`src/rtl/mem_io_pkg.sv`:
```
// Shared address map, TCTRL bit positions, reset values and the address decoder
// for the mem_io_bridge load/store bridge.
package mem_io_pkg;

    localparam logic [31:0] LED_ADDR    = 32'hFFFF_0000;
    localparam logic [31:0] TCOUNT_ADDR = 32'hFFFF_0004;
    localparam logic [31:0] TCMP_ADDR   = 32'hFFFF_0008;
    localparam logic [31:0] TCTRL_ADDR  = 32'hFFFF_000C;

    localparam int TCTRL_EN   = 0;
    localparam int TCTRL_AUTO = 1;
    localparam int TCTRL_FLAG = 2;
    localparam int TCTRL_IE   = 3;

    localparam logic [7:0]  LED_RST    = 8'h00;
    localparam logic [31:0] TCOUNT_RST = 32'h0000_0000;
    localparam logic [31:0] TCMP_RST   = 32'hFFFF_FFFF;

    typedef enum logic [2:0] {
        SEL_NONE,
        SEL_RAM,
        SEL_LED,
        SEL_TCOUNT,
        SEL_TCMP,
        SEL_TCTRL
    } sel_t;

    // Word-granular decode: the byte offset in addr[1:0] never matters.
    function automatic sel_t decode(input logic [31:0] addr, input int ram_words);
        logic [29:0] word;
        word = addr[31:2];
        if ({2'b00, word} < 32'(ram_words))  return SEL_RAM;
        if (word == LED_ADDR[31:2])          return SEL_LED;
        if (word == TCOUNT_ADDR[31:2])       return SEL_TCOUNT;
        if (word == TCMP_ADDR[31:2])         return SEL_TCMP;
        if (word == TCTRL_ADDR[31:2])        return SEL_TCTRL;
        return SEL_NONE;
    endfunction

endpackage

```
`src/rtl/dmem_ram.sv`:
```
// Data RAM: WORDS x 32, asynchronous read, synchronous write, no reset
// so contents survive a bridge reset.
module dmem_ram #(
    parameter int WORDS = 64,
    localparam int AW   = $clog2(WORDS)
) (
    input  logic          clk,
    input  logic          we,
    input  logic [AW-1:0] addr,
    input  logic [31:0]   wdata,
    output logic [31:0]   rdata
);

    logic [31:0] mem [WORDS];

    always_ff @(posedge clk) begin
        if (we) mem[addr] <= wdata;
    end

    assign rdata = mem[addr];

endmodule

```
`src/rtl/mem_io_bridge.sv`:
```
// Memory/IO bridge for a single-cycle core: data RAM, LED register and an optional
// compare timer enabled by defining MEM_IO_TIMER_EN.
module mem_io_bridge
    import mem_io_pkg::*;
#(
    parameter int RAM_WORDS = 64
) (
    input  logic        clk,
    input  logic        reset,
    input  logic        memwrite,
    input  logic [31:0] aluout,
    input  logic [31:0] writedata,
    output logic [31:0] readdata,
    output logic [7:0]  led,
    output logic        irq
);

    localparam int AW = $clog2(RAM_WORDS);

    sel_t        sel;
    logic [31:0] ram_rdata;
    logic [31:0] tcount_rd;
    logic [31:0] tcmp_rd;
    logic [31:0] tctrl_rd;

    assign sel = decode(aluout, RAM_WORDS);

    dmem_ram #(.WORDS(RAM_WORDS)) u_ram (
        .clk   (clk),
        .we    (memwrite && (sel == SEL_RAM)),
        .addr  (aluout[AW+1:2]),
        .wdata (writedata),
        .rdata (ram_rdata)
    );

    always_ff @(posedge clk or negedge reset) begin
        if (!reset)                              led <= LED_RST;
        else if (memwrite && (sel == SEL_LED))   led <= writedata[7:0];
    end

`ifdef MEM_IO_TIMER_EN
    logic [31:0] tcount;
    logic [31:0] tcmp;
    logic        en, auto_rl, flag, ie;
    logic        match, wr_tcmp, wr_tctrl;

    assign match    = en && (tcount == tcmp);
    assign wr_tcmp  = memwrite && (sel == SEL_TCMP);
    assign wr_tctrl = memwrite && (sel == SEL_TCTRL);

    always_ff @(posedge clk or negedge reset) begin
        if (!reset) begin
            tcount  <= TCOUNT_RST;
            tcmp    <= TCMP_RST;
            en      <= 1'b0;
            auto_rl <= 1'b0;
            flag    <= 1'b0;
            ie      <= 1'b0;
        end else begin
            if (wr_tcmp) tcmp <= writedata;

            // Match takes priority over both the FLAG W1C and a software EN write.
            if (match && !auto_rl)  en <= 1'b0;
            else if (wr_tctrl)      en <= writedata[TCTRL_EN];

            if (match)                                flag <= 1'b1;
            else if (wr_tctrl && writedata[TCTRL_FLAG]) flag <= 1'b0;

            if (wr_tctrl) begin
                auto_rl <= writedata[TCTRL_AUTO];
                ie      <= writedata[TCTRL_IE];
            end

            // Count is only idle (en=0) in the start-from-zero branch, so the cases are disjoint.
            if (match) begin
                if (auto_rl) tcount <= '0;
            end else if (en) begin
                tcount <= tcount + 32'd1;
            end else if (wr_tctrl && writedata[TCTRL_EN]) begin
                tcount <= '0;
            end
        end
    end

    assign tcount_rd = tcount;
    assign tcmp_rd   = tcmp;
    assign tctrl_rd  = {28'd0, ie, flag, auto_rl, en};
    assign irq       = flag & ie;
`else
    assign tcount_rd = '0;
    assign tcmp_rd   = '0;
    assign tctrl_rd  = '0;
    assign irq       = 1'b0;
`endif

    always_comb begin
        readdata = '0;
        case (sel)
            SEL_RAM:    readdata = ram_rdata;
            SEL_LED:    readdata = {24'd0, led};
            SEL_TCOUNT: readdata = tcount_rd;
            SEL_TCMP:   readdata = tcmp_rd;
            SEL_TCTRL:  readdata = tctrl_rd;
            default:    readdata = '0;
        endcase
    end

endmodule

```
`config.mk`:
```
export PLATFORM = sky130hd
export DESIGN_NAME = mem_io_bridge
export DESIGN_NICKNAME = d
export VERILOG_FILES = /design/src/rtl/mem_io_pkg.sv /design/src/rtl/dmem_ram.sv /design/src/rtl/mem_io_bridge.sv
export SDC_FILE = /design/constraint.sdc
export NUM_CORES = 2
export LEC_CHECK = 0
export ABC_AREA = 0
export ABC_CLOCK_PERIOD_IN_PS = 9130
export BUFFER_PORTS_ARGS = -buffer_cell sky130_fd_sc_hd__buf_4
export CORE_MARGIN = 2
export CORE_UTILIZATION = 35
export DETAILED_ROUTE_END_ITERATION = 8
export GPL_TIMING_DRIVEN = 0
export SETUP_SLACK_MARGIN = 0.2
export SLEW_MARGIN = 20
export SYNTH_ARGS = -nofsm -noshare
export SYNTH_HDL_FRONTEND = slang
export SYNTH_SLANG_ARGS = --single-unit
```
`constraint.sdc`:
```
create_clock -name clk -period 9.13 [get_ports clk]
set_clock_uncertainty 0.1 [all_clocks]
set_input_delay 1.826 -clock clk [delete_from_list [all_inputs] [get_ports clk]]
set_output_delay 1.826 -clock clk [all_outputs]
set_load 0.05 [all_outputs]
```
==> flow_summary.ini <==
[status]
status = finished clean

[worst_setup_path]
setup.worst_path.end_class = primary output
critPathRequiredTime_ns = 7.20
cpMostUsedCell = buf_2
crit_family = buffers and inverters
cp_slowest_cell = buf_1
r2r-end = led[2]
cp_max_fo = 10
crit_type = input port to primary output
cp-start-kind = input port
max_stage_delay_ns = 0.89
cp.arrival_ns = 5.91
crit_buf_inv = 6
r2r_slack_ns = 8.24
r2r_cells = 1
r2r-start = led[2]
cp_cell_sequence = buf_4 > buf_2 > buf_2 > buf_2 > buf_1 > nand2_1 > nand3_1 > nand4_1 > o31ai_1 > buf_4

[drt]
wl_per_cell_um = 32.33
antenna_left = 0
via_per_inst = 5.604
drc = 0
drtIter0Drc = 5725
firstDrtPassIters = 6
wl_um = 223700
via_count = 38770

[timing]
tightest_slew_ns = 1.267
hold_ws_ns = 0.4430
slew_headroom_pct = 14.40
setup_viol = 0
finalHoldViolations = 0
setup_tns_ns = 0
final.period_utilization_pct = 85.82
fin_ws_ns = 1.295
fmax_mhz = 127.6
slew_viol_final = 0
rsz0062_at_grt = false
post-route-min-period_ns = 7.835

[synthesis]
ys_types = 48
ys_ff_latch = 2056
yosys_warnings = 0
netlist.area_leader.share_pct = 78.11
synth_edf_count = 2048
yosysMostFrequentCell = edfxtp_1
ys.flop_type = edfxtp_1
postSynthCellCount = 3330
synth_top_area_cell = edfxtp_1
synth_area_per_cell_um2 = 23.64
synth_commonest_cells = edfxtp_1 (2048), mux4_2 (552), mux2i_1 (112)
async_flop_share_pct = 0.3891
synth.cell_area_mm2 = 0.07874
ys_seq_area_share_pct = 78.36
synthTopCellsByArea = edfxtp_1 (78%), mux4_2 (16%), mux2i_1 (1.4%)
synth_nets = 3397

[clocking]
clkSinkCount = 2056
htreeDepth = 4
hold_buffers = 0
cts_setup_buffers = 0
cts_buffers = 205
worstSkewPairLatency_ns = 0.86
tritoncts = yes
cts_buffer_depth = 3
cts.clk_slew.worst_paths_ns = 0.06
cts_resized = 0
cts_root_buf = clkbuf_16

[power]
ir_worst_vdd_v = 0.0001640
p_clk_share_pct = 42.8
p_int_mw = 15.51
swShare_pct = 21.54
power_density_mw_per_mm2 = 211.9
p_total_mw = 19.77
p_comb_share_pct = 4.7
p_switching_mw = 4.258
p_seq_share_pct = 52.5
p_leak_nw = 28.91

[floorplanning]
die_area_mm2 = 0.2288
core_mm2 = 0.2242
dieWidth_um = 478.3
num_io_pins = 108
initial_utilization_pct = 35.11
rows = 174
die_h_um = 478.3

[hold_path]
hp-class = register to register
worstHoldStart = led[7]
holdPathEnd = led[7]
worstHoldPathCells = 1

[placed_design]
routabilityCongestion = 0.9031
dp.cells = 6539
dp_hpwl_um = 148500
pre_cts_slack_ns = 1.338
port_buffers = 102
place_area_mm2 = 0.08654

[job]
cap_violations = 0

[final_layout]
final_area_mm2 = 0.09333
drive_gt1_share_pct = 32.09
layoutNonFillerInstCount = 6918
fin_util_pct = 41.62
areaGrowthSynthToFinish_pct = 18.54
final_nets = 3821

[global_route]
grt.total_usage_pct = 19.33
gr-total-overflow = 0
grt_max_degree = 66
antenna_found_initial = 16
grt_pass1_wl_um = 309400
grt_pass1_vias = 38720
## layout make-up
class	count	area, um^2
well taps	2992	3744
flip-flops and latches	2056	61700
clock buffers	252	5328
repair buffers	217	3571
clock inverters	124	1451
multi-input cells	1095	16610
fillers	19270	130900
plain buffers	176	910.9
inverters	3	11.26
diodes	3	7.507
## power groups by stage
| stage | sequential [mW] | clock [mW] | combinational, mW |
|---|---|---|---|
| floorplan | 10.6 | 0 | 0.460 |
| global placement | 10.6 | 0 | 0.904 |
| detailed placement | 10.6 | 0 | 0.929 |
| CTS | 10.4 | 8.57 | 0.930 |
| global route | 10.4 | 8.92 | 0.967 |
| finish | 10.4 | 8.47 | 0.930 |
## how the worst max path moves through the flow
stage                     startpoint                 to  slack, ns  cells past startpoint
after floorplan            aluout[2]        readdata[3]       2.44                     11
after global routing       aluout[3]        readdata[8]       1.26                     11
after CTS                  aluout[4]        readdata[1]       1.33                     10
after global placement     aluout[2]  u_ram.mem[15][17]       0.22                      7
final                      aluout[4]        readdata[1]       1.29                     10
after detailed placement   aluout[4]        readdata[1]       1.34                     10
## layout by cell type, fill, tap and decap left out, drive strengths merged, types with 13 or more instances in the layout
master,count
o211ai,22
bufinv,23
buf,345
nand4,14
nor2,107
nand3,21
o22ai,34
mux2i,112
mux2,23
edfxtp,2048
clkinvlp,14
nand2,64
clkbuf,300
a221oi,13
clkinv,86
a22oi,32
mux4,552
## logic make-up (layout without fill, tap and decap cells)
| group | after synthesis | count (layout) | synth area share, % |
|---|---|---|---|
| flip-flops | 2056 | 2056 | 78.36 |
| multiplexers | 687 | 687 | 17.58 |
| AND/OR/NAND/NOR | 251 | 251 | 1.476 |
| buffers and inverters | 179 | 772 | 1.162 |
| AO/OA/AOI/OAI | 156 | 156 | 1.414 |
| other | 1 | 4 | 0.004763 |
## flip-flops by register name, summed over array words and instances (netlist names)
| register | count |
|---|---|
| u_ram.mem | 2048 |
| led | 8 |
## metal layers
metal  vias to the layer above  wire (um)  global-route usage, %
met5                         -         80                      0
met4                        12      10480                  8.369
met3                       473      19370                  4.245
met2                      1991     105900                  30.46
met1                     21070      87820                  25.86
li1                      15230          -                      -
Power figures use the tool's default switching activity.
